[src/rtl/uart_tx_fifo.sv]
// rtl/uart_tx_fifo.sv - buffered UART transmitter draining a FIFO as back-to-back serial frames
// Optional even-parity bit between data and stop bits: define UART_TX_PARITY_EN.
module uart_tx_fifo #(
  parameter int CLKS_PER_BIT = 868,
  parameter int DATA_BITS    = 8,
  parameter int STOP_BITS    = 1,
  parameter int FIFO_DEPTH   = 16,
  parameter int LVL_W        = $clog2(FIFO_DEPTH) + 1
) (
  input  logic                 clk,
  input  logic                 reset,
  input  logic                 wr_en,
  input  logic [DATA_BITS-1:0] wr_data,
  output logic                 full,
  output logic                 empty,
  output logic [LVL_W-1:0]     level,
  output logic                 busy,
  output logic                 overflow,
  output logic                 uart_tx
);

  localparam int PTR_W  = $clog2(FIFO_DEPTH);
  localparam int BAUD_W = $clog2(CLKS_PER_BIT);
  localparam int BIT_W  = $clog2(DATA_BITS);

`ifdef UART_TX_PARITY_EN
  typedef enum logic [2:0] {S_IDLE, S_START, S_DATA, S_PARITY, S_STOP} state_t;
`else
  typedef enum logic [2:0] {S_IDLE, S_START, S_DATA, S_STOP} state_t;
`endif

  state_t               state, state_nxt;
  logic [BAUD_W-1:0]    baud_cnt, baud_nxt;
  logic [BIT_W-1:0]     bit_cnt, bit_nxt;
  logic [DATA_BITS-1:0] shift_q, shift_nxt;
  logic [DATA_BITS-1:0] mem [FIFO_DEPTH];
  logic [PTR_W-1:0]     wr_ptr, rd_ptr;
  logic [LVL_W-1:0]     level_q;
  logic                 ovf_q;
  logic                 push, pop, baud_done;
`ifdef UART_TX_PARITY_EN
  logic                 parity_q;
`endif

  assign full     = (level_q == LVL_W'(FIFO_DEPTH));
  assign empty    = (level_q == '0);
  assign level    = level_q;
  assign overflow = ovf_q;
  assign busy     = (state != S_IDLE) | ~empty;
  assign push     = wr_en & ~full;
  assign baud_done = (baud_cnt == BAUD_W'(CLKS_PER_BIT - 1));

  always_comb begin
    state_nxt = state;
    baud_nxt  = baud_cnt + 1'b1;
    bit_nxt   = bit_cnt;
    shift_nxt = shift_q;
    pop       = 1'b0;
    uart_tx   = 1'b1;
    case (state)
      S_IDLE: begin
        baud_nxt = '0;
        bit_nxt  = '0;
        if (!empty) begin
          pop       = 1'b1;
          shift_nxt = mem[rd_ptr];
          state_nxt = S_START;
        end
      end
      S_START: begin
        uart_tx = 1'b0;
        if (baud_done) begin
          baud_nxt  = '0;
          bit_nxt   = '0;
          state_nxt = S_DATA;
        end
      end
      S_DATA: begin
        uart_tx = shift_q[0];
        if (baud_done) begin
          baud_nxt  = '0;
          shift_nxt = shift_q >> 1;
          if (bit_cnt == BIT_W'(DATA_BITS - 1)) begin
            bit_nxt = '0;
`ifdef UART_TX_PARITY_EN
            state_nxt = S_PARITY;
`else
            state_nxt = S_STOP;
`endif
          end else begin
            bit_nxt = bit_cnt + 1'b1;
          end
        end
      end
`ifdef UART_TX_PARITY_EN
      S_PARITY: begin
        uart_tx = parity_q;
        if (baud_done) begin
          baud_nxt  = '0;
          bit_nxt   = '0;
          state_nxt = S_STOP;
        end
      end
`endif
      S_STOP: begin
        if (baud_done) begin
          baud_nxt = '0;
          if (bit_cnt == BIT_W'(STOP_BITS - 1)) begin
            bit_nxt = '0;
            // Chain straight into the next start bit so queued frames leave no idle gap.
            if (!empty) begin
              pop       = 1'b1;
              shift_nxt = mem[rd_ptr];
              state_nxt = S_START;
            end else begin
              state_nxt = S_IDLE;
            end
          end else begin
            bit_nxt = bit_cnt + 1'b1;
          end
        end
      end
      default: state_nxt = S_IDLE;
    endcase
  end

  always_ff @(posedge clk) begin
    if (reset) begin
      state    <= S_IDLE;
      baud_cnt <= '0;
      bit_cnt  <= '0;
      shift_q  <= '0;
      wr_ptr   <= '0;
      rd_ptr   <= '0;
      level_q  <= '0;
      ovf_q    <= 1'b0;
`ifdef UART_TX_PARITY_EN
      parity_q <= 1'b0;
`endif
    end else begin
      state    <= state_nxt;
      baud_cnt <= baud_nxt;
      bit_cnt  <= bit_nxt;
      shift_q  <= shift_nxt;
      ovf_q    <= wr_en & full;
      if (push) wr_ptr <= wr_ptr + 1'b1;
      if (pop)  rd_ptr <= rd_ptr + 1'b1;
      if (push && !pop)      level_q <= level_q + 1'b1;
      else if (pop && !push) level_q <= level_q - 1'b1;
`ifdef UART_TX_PARITY_EN
      if (pop) parity_q <= ^mem[rd_ptr];
`endif
    end
  end

  // Storage carries no reset; occupancy alone decides what is valid.
  always_ff @(posedge clk) begin
    if (push) mem[wr_ptr] <= wr_data;
  end

endmodule

[config.mk]
export PLATFORM = sky130hd
export DESIGN_NAME = uart_tx_fifo
export DESIGN_NICKNAME = d
export VERILOG_FILES = /design/src/rtl/uart_tx_fifo.sv
export SDC_FILE = /design/constraint.sdc
export NUM_CORES = 1
export LEC_CHECK = 0
export ABC_AREA = 1
export CAP_MARGIN = 20
export CORE_UTILIZATION = 27
export DETAILED_ROUTE_END_ITERATION = 8
export PLACE_DENSITY_LB_ADDON = 0.2
export SLEW_MARGIN = 20
export SYNTH_ARGS = -nofsm -noshare
export SYNTH_HDL_FRONTEND = slang
export SYNTH_SLANG_ARGS = --single-unit
[constraint.sdc]
create_clock -name clk -period 3.8 [get_ports clk]
set_input_delay 1.14 -clock clk [delete_from_list [all_inputs] [get_ports clk]]
set_output_delay 1.14 -clock clk [all_outputs]
set_load 0.02 [all_outputs]
# Word-level counts from Yosys, hierarchy flattened
# Memory sizes are Yosys's and may differ from the RTL's. A register that Yosys moved wholly into a read port is not among the register bits.
# Cells that the tools add are included.
# word_totals
register_bits,38
latch_bits,0
ram_bits,128
rom_bits,0
in_bits,11
wordCells,79
mem_count,1
# memory_table
name,depth,word_bits,rd,rd_ports_with_merged_regs,write_ports,line_no,rtl
mem,16,8,1,1,1,36,logic [DATA_BITS-1:0] mem [FIFO_DEPTH];
# classes
n_addsub,6
multipliers,0
n_div,0
n_lt_le_gt_ge,0
eq_ne,12
shifts,0
n_mux,32
bitwise_logic,5
n_reduce_logical,15
# op_table
operator,n
$mux W3,11
$mux W8,4
$pmux W3 S4,2
$pmux W8 S3,1
$pmux W10 S2,1
$ne A2 B2 Y1 const B,6
$add A10 B1 Y10 const B,1
$eq A10 B10 Y1 const B,1
$mux W10,1
$mux W5,2
$add A4 B1 Y4 const B,2
$mux W4,2
$reduce_and A4 Y1,2
$eq A3 B2 Y1 const B,2
$logic_not A3 Y1,2
$mux W1,6
$reduce_and A6 Y1,1
$reduce_bool A3 Y1,2
$add A5 B1 Y5 const B,1
$eq A5 B5 Y1 const B,1
$logic_not A5 Y1,1
$sub A5 B1 Y5 const B,1
$pmux W1 S2,2
$reduce_bool A4 Y1,1
10 further kinds,14

# Logic depth before layout (Yosys ltp)
# logic_depth
word_depth,8
ltp_mapped,18

# Least setup slack after synthesis
# Ideal clock, no wire load.
# synth_timing
path_type,input port to flip-flop
startpoint,input wr_en
endpoint,"register level_q[4], in the netlist level[4]"
t_arrival_ps,2649
required_time_ps,3687
slack_ps,1038
cell_stages,12
path_cell_list,nand2_1 > inv_1 > ha_1 > inv_1 > fa_1 > a21o_1 > a21oi_1 > nor2_1 > nor2_1 > nand2_1 > nor2_1 > nor2_1
# synth_via
elab_chain_len,4
elab_cells_between_ends,6
classes_between,mux: 1; bitwise: 1; reduce/logical: 4
# synth_rtl
item,line_no,rtl
from (decl),12,"input logic wr_en,"
$and A1 B1 Y1 *,50,assign push = wr_en & ~full;
$logic_not A1 Y1,149,else if (pop && !push) level_q <= level_q - 1'b1;
$logic_and A1 B1 Y1,149,
$reduce_bool A2 Y1 (no source line),n/a,
to (signal assigned),148,if (push && !pop) level_q <= level_q + 1'b1;
to (signal assigned),149,
to (decl),38,logic [LVL_W-1:0] level_q;
# Mark *: on every way between the ends. The rest lies on a longest branch, timed or not.
# A chain may end at the register's enable or synchronous reset.

# Worst setup path after layout
# layout_timing
startpoint,"register level_q[0], in the netlist level[0]"
endpoint,output busy
# layout_via
elab_chain_len,3
# layout_rtl
item,line_no,rtl
$logic_not A5 Y1,46,assign empty = (level_q == '0);
$not A1 Y1,49,assign busy = (state != S_IDLE) | ~empty;
$or A1 B1 Y1,49,
to (decl),17,"output logic busy,"
# No other way between the ends.

==> flow_metrics.py <==
metrics = {
    "run_status": {
        "run_status": "finished clean",
    },
    "floorplan": {
        "num_io_pins": 21,
        "floorplan.initialDensity_pct": 27.6,
        "dieWidth_um": 168,
        "std_cell_rows": 60,
        "dieArea_um2": 28300,
        "core_area_um2": 27000,
        "fp.dieH_um": 168,
    },
    "drt": {
        "met3WireLength_um": 822,
        "via_per_inst": 4.47,
        "route.vias.total": 5168,
        "routed.top_layer": "met4",
        "drt_iter0_markers": 394,
        "drt-total-wl_um": 18400,
        "drt-wirelength-per-cell_um": 15.9,
        "detailedRoute.firstPassIterationCount": 5,
        "route.antenna.remaining_nets": 0,
        "drt_drc_violations_left": 0,
        "route.met2.wl_um": 8290,
        "route.layer.met1.wl_um": 8880,
    },
    "clocking": {
        "clk_pin_slew_worst_paths_ps": 60,
        "post-cts-setup-buffers": 0,
        "cts_made_buffers": 17,
        "cts-hold-fix-buffers": 0,
        "cts_tree": "built",
        "cts-root-to-sink-buffers": 2,
        "number_of_sinks_handled_by_clock_tree_synthesis": 169,
        "clk_latency_ps": 420,
        "cts_root_buffer": "sky130_fd_sc_hd__clkbuf_16",
        "htree_num_levels": 4,
        "cts_repair_resize_count": 0,
    },
    "synthesis": {
        "yosys-top-cells-area": "sky130_fd_sc_hd__edfxtp_1 52%, sky130_fd_sc_hd__nand2_1 11%, sky130_fd_sc_hd__dfxtp_1 11%",
        "yosysWarnings": 0,
        "post_synth_instance_area_um2": 7450,
        "synth.distinct_cells": 36,
        "syn-instance-count": 777,
        "area_share_of_the_largest_cell_type_after_synthesis_pct": 51.6,
        "ys_seq_area_share_pct": 62.6,
        "ys_seq_elements": 169,
        "syn_avg_cell_area_um2": 9.58,
        "post-synth-top-area-cell": "sky130_fd_sc_hd__edfxtp_1",
        "synth_fp_nets": 806,
    },
    "power_and_ir_drop": {
        "swShare_pct": 35.2,
        "ir_drop_mv": 0.383,
        "leakagePower_nw": 3.46,
        "internal-power_w": 0.00384,
        "power_switching_w": 0.00209,
        "power.sequential.fraction_pct": 37.5,
        "logic_pwr_share_pct": 32.1,
        "power_density_nw_per_um2": 684,
        "p_clk_share_pct": 30.4,
    },
    "sta": {
        "final-hold-violation-count": 0,
        "setup-violations-final": 0,
        "finalHoldWorstSlack_ps": 468,
        "tightestPinTransition_ps": 872,
        "setup_total_negative_slack_ps": 0,
        "rsz0062_at_grt": "false",
        "period_minus_slack_ps": 3190,
        "timing.clock.skew_ps": 7.10,
        "finalCritPeriodShare_pct": 83.9,
        "max-slew-margin-rel_pct": 41.7,
        "max_freq_mhz": 314,
        "final_count_of_pins_violating_max_slew": 0,
    },
    "finish": {
        "final_util_pct": 32.1,
        "layout.nets": 831,
        "drive_gt1_share_pct": 6.50,
        "final-seq-area_um2": 4670,
        "instances_no_fill": 1156,
        "layout_common_cells": "222 x sky130_fd_sc_hd__nand2_1, 128 x sky130_fd_sc_hd__edfxtp_1, 93 x sky130_fd_sc_hd__inv_1, 93 x sky130_fd_sc_hd__nand3_1, 64 x sky130_fd_sc_hd__nor2_1",
        "multiInputGateArea_um2": 2290,
        "layout.filler_cells": 2825,
        "area.growth.synth_to_final_pct": 16.4,
        "layout_commonest_cell": "sky130_fd_sc_hd__nand2_1",
        "diodes": 0,
    },
    "placement": {
        "dp.cells": 1124,
        "dpl.hpwl_um": 11600,
        "gp_routability_congestion": 0.843,
        "buffer_ports.inserted": 20,
    },
    "worst_setup_path": {
        "timing.critical_path.arrival_ps": 2050,
        "endpoint_kind": "output port",
        "path_length_in_cells_of_the_critical_path": 5,
        "path_cells": "nor2_1 > nand4_1 > nor2_1 > inv_1 > clkdlybuf4s50_1",
        "critical_path.slowest_cell": "sky130_fd_sc_hd__clkdlybuf4s50_1",
        "r2r_cell_count": 17,
        "crit_buf_inv": 2,
        "critical-path-top-cell-by-count": "sky130_fd_sc_hd__nor2_1",
        "timing.critical_path.fanout_max": 6,
        "path_delay_family": "simple AND/OR/NAND/NOR gates",
        "type_of_the_worst_setup_path": "register to output port",
        "worst_ep_required_time_ps": 2660,
        "setup.worst_path.start_class": "register",
        "critical-path-max-stage-delay_ps": 530,
    },
    "grt": {
        "grt_pass1_wl_um": 28700,
        "grt_antenna_before_repair": 0,
        "residual_overflow_from_global_routing": 0,
        "pin_count_of_the_biggest_net_entering_global_routing": 68,
        "grt_usage_pct": 13.6,
        "vias_in_the_first_global_route": 4934,
    },
    "hold_path": {
        "number_of_instances_on_the_worst_hold_path": 2,
        "holdCritPathClass": "register to register",
    },
    "run": {
        "max_cap_viol_count": 0,
    },
}
## final timing paths
| check | endpoint | slack, ps | from |
|---|---|---|---|
| max | busy | 610 | level[0] |
| min | shift_q[2] | 470 | shift_q[2] |
| max reg2reg | level[4] | 850 | baud_cnt[0] |
| min reg2reg | shift_q[2] | 470 | shift_q[2] |
## routing by layer
| layer | vias up | global-route usage [%] |
|---|---|---|
| li1 | 2599 | - |
| met1 | 2439 | 18.9 |
| met2 | 114 | 21.3 |
| met3 | 16 | 2.61 |
| met4 | 0 | 4.78 |
| met5 | - | 0 |
## Yosys cell counts, drive strengths merged
cell type / number
o21ai: 21
a21oi: 34
clkinv: 2
dfxtp: 41
nand4: 3
a21o: 1
nor4: 1
o21bai: 1
inv: 94
o211ai: 3
nand3b: 1
xnor2: 2
and3: 1
fa: 1
nor3: 8
buf: 14
clkbuf: 15
nand3: 94
nor3b: 1
edfxtp: 128
xor2: 4
ha: 17
nand2: 224
nor2: 66
## per-stage QoR
| stage | area [um2] | total power (W) | worst slack, ps |
|---|---|---|---|
| finish | 8670 | 0.00593 | 613 |
| global route | 8670 | 0.00633 | 460 |
| CTS | 8670 | 0.00601 | 565 |
| detailed placement | 8060 | 0.00419 | 327 |
| global placement | 8060 | 0.00420 | 352 |
| floorplan | 7450 | 0.00360 | 1040 |
## cell families (layout without fill, tap and decap cells)
group	count (synthesis)	in the layout	share of synthesized area, %
AOI/OAI and AO/OA	60	60	4.50
DFF	169	169	62.6
and+or+nand+nor	399	399	22.4
xor gates and xnor gates	6	6	0.706
adders and majority gates	18	18	3.12
buffers and inverters	125	163	6.60
## registers in the layout (all words and copies together), names as in the netlist, named ones only
name / count
rd_ptr: 4
bit_cnt: 3
level: 5
wr_ptr: 4
state: 2
baud_cnt: 10
overflow: 1
shift_q: 8
mem: 128
## cell type report
cell class	instances	share of cell area [%]
flip-flops and latches	169	53.8
multi-input cells	483	26.4
clock buffers	19	5.00
well taps	341	4.92
inverters	96	4.16
repair buffers	35	3.61
clock inverters	13	2.04
## power groups by stage
| stage | logic, W | registers (W) | clock network (W) |
|---|---|---|---|
| final | 0.00190 | 0.00222 | 0.00180 |
| after global routing | 0.00217 | 0.00224 | 0.00191 |
| after CTS | 0.00193 | 0.00222 | 0.00185 |
| after detailed placement | 0.00193 | 0.00226 | 0 |
| after global placement | 0.00193 | 0.00226 | 0 |
| after floorplan | 0.00134 | 0.00226 | 0 |
## worst min-delay path: cells and delay by family (launching register included)
kind | cells | cell delay [ps]
simple gates | 1 | 60
compound gates | 1 | 50
flops | 1 | 310
Power figures use the tool's default switching activity.
